===== src/rtl/arb_pkg.sv =====
// Shared types and defaults for the memory port arbiter.
//   state_t : transaction phase (IDLE, ISSUE, WAIT, DONE)
//   owner_t : requester that holds the current grant
//   op_t    : bus operation of the current transaction
package arb_pkg;

  localparam int ADDR_W_DEF = 32;
  localparam int DATA_W_DEF = 32;

  typedef enum logic [1:0] {
    IDLE  = 2'd0,
    ISSUE = 2'd1,
    WAIT  = 2'd2,
    DONE  = 2'd3
  } state_t;

  typedef enum logic {
    OWN_I = 1'b0,
    OWN_D = 1'b1
  } owner_t;

  typedef enum logic {
    OP_RD = 1'b0,
    OP_WR = 1'b1
  } op_t;

endpackage


===== src/rtl/arb_timer.sv =====
// Watchdog counter for bus WAIT cycles.
//   clk, nrst : clock, asynchronous active-low reset
//   clr       : return the count to zero
//   en        : count one busy cycle
//   expired   : this enabled cycle is busy cycle number TIMEOUT
module arb_timer #(
  parameter int TIMEOUT = 16
) (
  input  logic clk,
  input  logic nrst,
  input  logic clr,
  input  logic en,
  output logic expired
);

  localparam logic [15:0] LIMIT = 16'(TIMEOUT - 1);

  logic [15:0] cnt_q;
  logic [15:0] cnt_d;

  always_comb begin
    cnt_d = cnt_q;
    if (clr) begin
      cnt_d = '0;
    end else if (en) begin
      cnt_d = cnt_q + 16'd1;
    end
  end

  always_ff @(posedge clk or negedge nrst) begin
    if (!nrst) begin
      cnt_q <= '0;
    end else begin
      cnt_q <= cnt_d;
    end
  end

  // Flag while the last allowed busy cycle is being counted, so the FSM
  // leaves WAIT on exactly the TIMEOUT-th consecutive busy sample.
  assign expired = en && (cnt_q == LIMIT);

endmodule


===== src/rtl/mem_port_arbiter.sv =====
// Shares one memory bus port between instruction fetch and load/store.
// Each transaction runs IDLE -> ISSUE (one-cycle strobe) -> WAIT -> DONE
// (one-cycle ready to the owner); a watchdog aborts WAIT after TIMEOUT
// busy cycles and reports err with zero data.
//   Fetch side : i_req, i_addr -> i_ready, i_data
//   LSU side   : d_read, d_write, d_addr, d_wdata -> d_ready, d_data
//   Status     : err (pulses together with the ready of an aborted access)
//   Bus side   : bus_read, bus_write, bus_addr, bus_wdata <- bus_rdata, bus_busy
module mem_port_arbiter
  import arb_pkg::*;
#(
  parameter int ADDR_W  = ADDR_W_DEF,
  parameter int DATA_W  = DATA_W_DEF,
  parameter int TIMEOUT = 16
) (
  input  logic              clk,
  input  logic              nrst,
  input  logic              i_req,
  input  logic [ADDR_W-1:0] i_addr,
  input  logic              d_read,
  input  logic              d_write,
  input  logic [ADDR_W-1:0] d_addr,
  input  logic [DATA_W-1:0] d_wdata,
  output logic              i_ready,
  output logic [DATA_W-1:0] i_data,
  output logic              d_ready,
  output logic [DATA_W-1:0] d_data,
  output logic              err,
  output logic              bus_read,
  output logic              bus_write,
  output logic [ADDR_W-1:0] bus_addr,
  output logic [DATA_W-1:0] bus_wdata,
  input  logic [DATA_W-1:0] bus_rdata,
  input  logic              bus_busy
);

  state_t            state_q, state_d;
  owner_t            owner_q, owner_d;
  op_t               op_q, op_d;
  logic [ADDR_W-1:0] addr_q, addr_d;
  logic [DATA_W-1:0] wdata_q, wdata_d;
  logic [DATA_W-1:0] rdata_q, rdata_d;
  logic              err_q, err_d;
  logic              last_d_q, last_d_d;

  logic d_pend;
  logic pick_d;
  logic tmr_clr;
  logic tmr_en;
  logic tmr_expired;

  assign d_pend = d_read || d_write;
  // On contention the data side wins unless it also won the previous grant.
  assign pick_d = d_pend && (!i_req || !last_d_q);

  arb_timer #(
    .TIMEOUT(TIMEOUT)
  ) u_timer (
    .clk    (clk),
    .nrst   (nrst),
    .clr    (tmr_clr),
    .en     (tmr_en),
    .expired(tmr_expired)
  );

  always_comb begin
    state_d  = state_q;
    owner_d  = owner_q;
    op_d     = op_q;
    addr_d   = addr_q;
    wdata_d  = wdata_q;
    rdata_d  = rdata_q;
    err_d    = err_q;
    last_d_d = last_d_q;
    tmr_clr  = 1'b1;
    tmr_en   = 1'b0;
    case (state_q)
      IDLE: begin
        if (i_req || d_pend) begin
          owner_d = pick_d ? OWN_D : OWN_I;
          op_d    = (pick_d && d_write) ? OP_WR : OP_RD;
          addr_d  = pick_d ? d_addr : i_addr;
          wdata_d = (pick_d && d_write) ? d_wdata : '0;
          rdata_d = '0;
          err_d   = 1'b0;
          state_d = ISSUE;
        end
      end
      ISSUE: begin
        state_d = WAIT;
      end
      WAIT: begin
        tmr_clr = 1'b0;
        if (!bus_busy) begin
          // Stores report zero data, so only reads keep the bus word.
          rdata_d = (op_q == OP_RD) ? bus_rdata : '0;
          state_d = DONE;
        end else begin
          tmr_en = 1'b1;
          if (tmr_expired) begin
            err_d   = 1'b1;
            rdata_d = '0;
            state_d = DONE;
          end
        end
      end
      DONE: begin
        // Requests are not looked at here; a held request re-arbitrates
        // from IDLE on the next cycle.
        last_d_d = (owner_q == OWN_D);
        state_d  = IDLE;
      end
      default: begin
        state_d = IDLE;
      end
    endcase
  end

  always_ff @(posedge clk or negedge nrst) begin
    if (!nrst) begin
      state_q  <= IDLE;
      owner_q  <= OWN_I;
      op_q     <= OP_RD;
      addr_q   <= '0;
      wdata_q  <= '0;
      rdata_q  <= '0;
      err_q    <= 1'b0;
      last_d_q <= 1'b0;
    end else begin
      state_q  <= state_d;
      owner_q  <= owner_d;
      op_q     <= op_d;
      addr_q   <= addr_d;
      wdata_q  <= wdata_d;
      rdata_q  <= rdata_d;
      err_q    <= err_d;
      last_d_q <= last_d_d;
    end
  end

  // Outputs decode the state register directly, so an asynchronous reset
  // drops strobes and ready pulses without waiting for a clock edge.
  assign bus_read  = (state_q == ISSUE) && (op_q == OP_RD);
  assign bus_write = (state_q == ISSUE) && (op_q == OP_WR);
  assign bus_addr  = (state_q != IDLE) ? addr_q : '0;
  assign bus_wdata = (state_q != IDLE) ? wdata_q : '0;
  assign i_ready   = (state_q == DONE) && (owner_q == OWN_I);
  assign d_ready   = (state_q == DONE) && (owner_q == OWN_D);
  assign i_data    = i_ready ? rdata_q : '0;
  assign d_data    = d_ready ? rdata_q : '0;
  assign err       = (state_q == DONE) && err_q;

endmodule

===== config.mk =====
export PLATFORM = sky130hd
export DESIGN_NAME = mem_port_arbiter
export DESIGN_NICKNAME = d
export VERILOG_FILES = /design/src/rtl/arb_pkg.sv /design/src/rtl/arb_timer.sv /design/src/rtl/mem_port_arbiter.sv
export SDC_FILE = /design/constraint.sdc
export NUM_CORES = 1
export LEC_CHECK = 0
export BUFFER_PORTS_ARGS = -buffer_cell sky130_fd_sc_hd__buf_4
export CORE_MARGIN = 3
export CORE_UTILIZATION = 44
export CTS_BUF_LIST = sky130_fd_sc_hd__clkbuf_2
export DETAILED_ROUTE_END_ITERATION = 10
export GPL_ROUTABILITY_DRIVEN = 0
export GPL_TIMING_DRIVEN = 0
export PLACE_DENSITY_LB_ADDON = 0.25
export SETUP_SLACK_MARGIN = 0.15
export SLEW_MARGIN = 20
export SYNTH_ARGS = -nofsm -noshare
export SYNTH_HDL_FRONTEND = slang
export SYNTH_HIERARCHICAL = 1
export SYNTH_SLANG_ARGS = --single-unit

===== constraint.sdc =====
create_clock -name clk -period 2.1 [get_ports clk]
set_clock_uncertainty 0.1 [all_clocks]
set_input_delay 0.105 -clock clk [delete_from_list [all_inputs] [get_ports clk]]
set_output_delay 0.105 -clock clk [all_outputs]
set_load 0.1 [all_outputs]

==> results.sh, run 1 <==
export IMPL_status="did not finish"
export IMPL_stop_stage="global routing"
export IMPL_error="[ERROR DPL-0038] Utilization greater than 100%, impossible to legalize"
export IMPL_cts_sinks=118
export IMPL_ys_seq_elements=118
export IMPL_synthCells=549
export IMPL_ys_async_sr_fraction_pct=100
export IMPL_num_rows=41
export IMPL_avgSynthCellArea_um2=10.6
export IMPL_synth_top_flop_cell="dfrtp_1"
export IMPL_ys_warn_count=6
export IMPL_cts_buffers=17
export IMPL_io_pins=267
export IMPL_synth_edf_count=0
export IMPL_cts_root_buf="clkbuf_2"
export IMPL_hpwl_mm=13.3
export IMPL_worst_endpoint_kind="primary output"
export IMPL_worstEndpointGrtRepair="bus_addr[24]"
export IMPL_syn_nets=688
export IMPL_dieWidth_um=121
export IMPL_placed_cell_area_mm2=0.00848
export IMPL_start_util_pct=45.4
export IMPL_cts_buffer_depth=2
export IMPL_grt_max_degree=69
export IMPL_yosysSeqAreaShare_pct=50.9
export IMPL_fp_dieH_um=121
export IMPL_mappedNetlistArea_mm2=0.00580
export IMPL_htree_levels=4
export IMPL_synth_distinct_cells=44
export IMPL_portBuffers=266
==> kinds of logic after synthesis <==
| kind of cell | share of synthesized area, % |
|---|---|
| AND/OR/NAND/NOR | 21.5 |
| flip-flops | 50.9 |
| multiplexers | 6.08 |
| AO/OA/AOI/OAI | 14.9 |
| adder cells (fa/ha/maj) | 1.08 |
| buffers and inverters | 3.84 |
| XOR/XNOR | 1.66 |
==> what timing repair did <==
item | in CTS
hold buffers | 136
setup endpoints to repair | 202
buffers inserted | 19
cloned | 11
gates resized for setup | 488
endpoints found under the hold margin | 222
pin swaps | 21
==> through the flow <==
stage                     setup slack [ns]  std cells  utilization, %  setup TNS [ns]
after floorplan                     -0.319        549               -           -7.61
after global placement             -0.0403        987            66.1           -2.41
after detailed placement            -0.103        988            66.4           -8.03
after CTS                           -0.226       1186            96.6          -27.37
==> synthesized netlist by cell type, types with 8 or more instances <==
library cell	number	area (µm²)
and3_1	32	200
inv_1	9	33.8
nor2b_1	66	413
clkbuf_1	27	101
a22o_1	64	561
nand2_1	40	150
nor2_1	17	63.8
xnor2_1	8	70.1
and2_1	35	219
mux2i_1	33	330
buf_2	10	50.1
dfrtp_1	118	2950
o21ai_0	33	165
==> run 2, diff against run 1 <==
--- a/config.mk
+++ b/config.mk
@@ -7,13 +7,11 @@
 export LEC_CHECK = 0
 export BUFFER_PORTS_ARGS = -buffer_cell sky130_fd_sc_hd__buf_4
 export CORE_MARGIN = 3
-export CORE_UTILIZATION = 44
-export CTS_BUF_LIST = sky130_fd_sc_hd__clkbuf_2
+export CORE_UTILIZATION = 31
 export DETAILED_ROUTE_END_ITERATION = 10
 export GPL_ROUTABILITY_DRIVEN = 0
 export GPL_TIMING_DRIVEN = 0
-export PLACE_DENSITY_LB_ADDON = 0.25
-export SETUP_SLACK_MARGIN = 0.15
+export PLACE_DENSITY_LB_ADDON = 0.15
 export SLEW_MARGIN = 20
 export SYNTH_ARGS = -nofsm -noshare
 export SYNTH_HDL_FRONTEND = slang
==> constraint.sdc (replaced) <==
create_clock -name clk -period 2.7 [get_ports clk]
set_clock_uncertainty 0.1 [all_clocks]
set_input_delay 0.135 -clock clk [delete_from_list [all_inputs] [get_ports clk]]
set_output_delay 0.135 -clock clk [all_outputs]
set_load 0.1 [all_outputs]
==> results.sh, run 2 <==
export IMPL_status="finished with violations"
export IMPL_violations="negative hold slack"
export IMPL_r2r_setup_slack_ns=0.18
export IMPL_cap_viol_max_count=0
export IMPL_cts_buffers=17
export IMPL_synth_edf_count=0
export IMPL_hpwl_mm=13.7
export IMPL_yosysSeqAreaShare_pct=50.9
export IMPL_portBuffers=266
export IMPL_rsz0062_at_grt="false"
export IMPL_slowest_delay_ns=0.42
export IMPL_grt_max_degree=78
export IMPL_crit_required_ns=2.88
export IMPL_layout_min_cycle_time_ns=2.52
export IMPL_grt_pass1_vias=5865
export IMPL_cts_buffer_depth=2
export IMPL_path_max_fanout=10
export IMPL_irDropWorstVdd_mv=0.842
export IMPL_layout_commonest_cell="buf_4"
export IMPL_reg2reg_to="rdata_q[3]$_DFFE_PN0P_"
export IMPL_num_rows=49
export IMPL_holdWs_ns=-0.00779
export IMPL_ys_top_cells_by_area="dfrtp_1 51%, a22o_1 9.7%, nor2b_1 7.1%"
export IMPL_dieWidth_um=143
export IMPL_ys_seq_elements=118
export IMPL_reg_top3="addr_q: 32 flops, rdata_q: 32 flops, wdata_q: 32 flops"
export IMPL_n_antenna_cell=0
export IMPL_final_nets=1102
export IMPL_drc=0
export IMPL_die_area_mm2=0.0204
export IMPL_post_place_ws_ns=-0.0860
export IMPL_area_delta_synth_final_pct=74.0
export IMPL_reg2reg_depth=10
export IMPL_reg2reg_from="state_q[0]$_DFFE_PN0P_"
export IMPL_clk_pin_slew_ns=0.05
export IMPL_hold_viol_final=1
export IMPL_mappedNetlistArea_mm2=0.00580
export IMPL_cts_root_buf="clkbuf_16"
export IMPL_yosysMostFrequentCell="dfrtp_1"
export IMPL_antenna_found_initial=0
export IMPL_fill_cells=1572
export IMPL_max_clock_freq_mhz=397
export IMPL_dr_pass1_iters=4
export IMPL_clock_latency_ns=0.40
export IMPL_yosysTopAreaCellShare_pct=50.9
export IMPL_htree_levels=4
export IMPL_post_drt_wl_per_cell_um=16.0
export IMPL_power_per_cell_area_mw_per_mm2=1350
export IMPL_synth_top_cell_by_area="dfrtp_1"
export IMPL_cp_start_kind="flop"
export IMPL_cts_sinks=118
export IMPL_crit_family="simple AND/OR/NAND/NOR gates"
export IMPL_drive_gt1_share_pct=34.3
export IMPL_synth_distinct_cells=44
export IMPL_synth_common_cells="118 x dfrtp_1, 66 x nor2b_1, 64 x a22o_1"
export IMPL_grt_pass1_wl_mm=29.9
export IMPL_fp_dieH_um=143
export IMPL_fin_ws_ns=0.183
export IMPL_antenna_left=0
export IMPL_layout_common_cells="265 x buf_4, 128 x dlygate4sd3_1, 118 x dfrtp_1"
export IMPL_syn_nets=688
export IMPL_critPathSlowestCell="dfrtp_1"
export IMPL_slew_headroom_pct=53.8
export IMPL_final_period_utilization_pct=93.2
export IMPL_ys_async_sr_fraction_pct=100
export IMPL_endpoint_kind="flop"
export IMPL_overflow=0
export IMPL_routed_wl_mm=19.3
export IMPL_core_mm2=0.0181
export IMPL_crit_type="flop to flop"
export IMPL_synthCells=549
export IMPL_viasPerCell=4.74
export IMPL_hp_start="d_addr[14]"
export IMPL_tightest_slew_ns=0.689
export IMPL_crit_chain="inv_1 > ha_2 > nand2_1 > inv_1 > buf_2 > nand4_1 > nor3_4 > o221ai_2 > buf_2 > a22o_1"
export IMPL_arrival_ns=2.70
export IMPL_track_usage_pct=18.3
export IMPL_hold_class="input port to flop"
export IMPL_cp_num_buf_inv=4
export IMPL_holdPathEnd="addr_q[14]$_DFFE_PN0P_"
export IMPL_vias=5703
export IMPL_start_util_pct=32.0
export IMPL_drv_slew=0
export IMPL_ys_warn_count=6
export IMPL_whs_path_depth=3
export IMPL_io_pins=267
export IMPL_avgSynthCellArea_um2=10.6
export IMPL_cts_tree="done"
export IMPL_setup_viol=0
export IMPL_synth_top_flop_cell="dfrtp_1"
export IMPL_drtIter0Drc=221
export IMPL_leakage_nw=5.07
## run 2: cell counts after synthesis
Identical to the previous run, type by type.
## run 2: layer usage
metal / GRT usage (%) / share of wire (%)
met1: 21.8 / 40
met2: 32.4 / 52
met3: 3.08 / 4.4
met4: 7.90 / 2.7
met5: 0 / 0
## run 2: cell type report
type	instances	area [µm²]	share of cell area [%]
Buffer	41	198	1.96
Clock buffer	23	498	4.93
Clock inverter	8	168	1.66
Inverter	9	33.8	0.335
Multi-Input combinational cell	381	2650	26.2
Sequential cell	118	2950	29.3
Tap cell	229	287	2.84
Timing Repair Buffer	395	3310	32.8
## run 2: what timing repair did
item	4_1_cts	5_1_grt
pin swaps	0	0
gates cloned	0	0
hold buffers	128	0
endpoints found under the hold margin	214	0
resized for setup	3	13
setup buffers	0	0
setup endpoints to repair	70	90
## run 2: worst max path at each step
stage | to | startpoint | cells past startpoint
2_1_floorplan | bus_addr[14] | state_q[0]$_DFFE_PN0P_ | 5
3_3_place_gp | rdata_q[11]$_DFFE_PN0P_ | state_q[0]$_DFFE_PN0P_ | 10
3_5_place_dp | rdata_q[24]$_DFFE_PN0P_ | state_q[0]$_DFFE_PN0P_ | 10
4_1_cts | bus_wdata[18] | state_q[0]$_DFFE_PN0P_ | 6
5_1_grt | rdata_q[3]$_DFFE_PN0P_ | state_q[0]$_DFFE_PN0P_ | 10
6_report | rdata_q[3]$_DFFE_PN0P_ | state_q[0]$_DFFE_PN0P_ | 10
## run 2: cells by family after synthesis
group / Yosys count / share of synthesized area (%)
multiplexers: 35 / 6.08
AND/OR/NAND/NOR: 215 / 21.5
adder cells (fa/ha/maj): 5 / 1.08
XOR/XNOR: 11 / 1.66
buffers and inverters: 50 / 3.84
flip-flops: 118 / 50.9
AO/OA/AOI/OAI: 115 / 14.9
## run 2: power breakdown
part | internal [mW] | leakage (nW) | switching (mW)
clock | 1.75 | 0.325 | 0.769
combinational | 2.11 | 3.20 | 6.10
sequential | 2.49 | 1.55 | 0.444
## run 2: worst register-to-register path, stage by stage (launching register included)
cell	delay, ns
dfrtp_1	0.42
inv_1	0.11
ha_2	0.25
nand2_1	0.12
inv_1	0.07
buf_2	0.17
nand4_1	0.22
nor3_4	0.30
o221ai_2	0.20
buf_2	0.23
a22o_1	0.21
## run 2: through the flow
step | TNS (ns) | utilization (%) | cell area, µm² | std cells | total power, mW
after floorplan | 0 | - | 5800 | 549 | 9.07
final | 0 | 55.6 | 10100 | 1204 | 13.7
after global routing | 0 | 55.6 | 10100 | 1204 | 14.3
after CTS | 0 | 55.5 | 10100 | 1204 | 13.8
after global placement | 0 | 44.6 | 8090 | 1044 | 10.8
after detailed placement | -2.09 | 44.7 | 8120 | 1045 | 10.9
No activity file was read; power rests on OpenSTA's default activity.
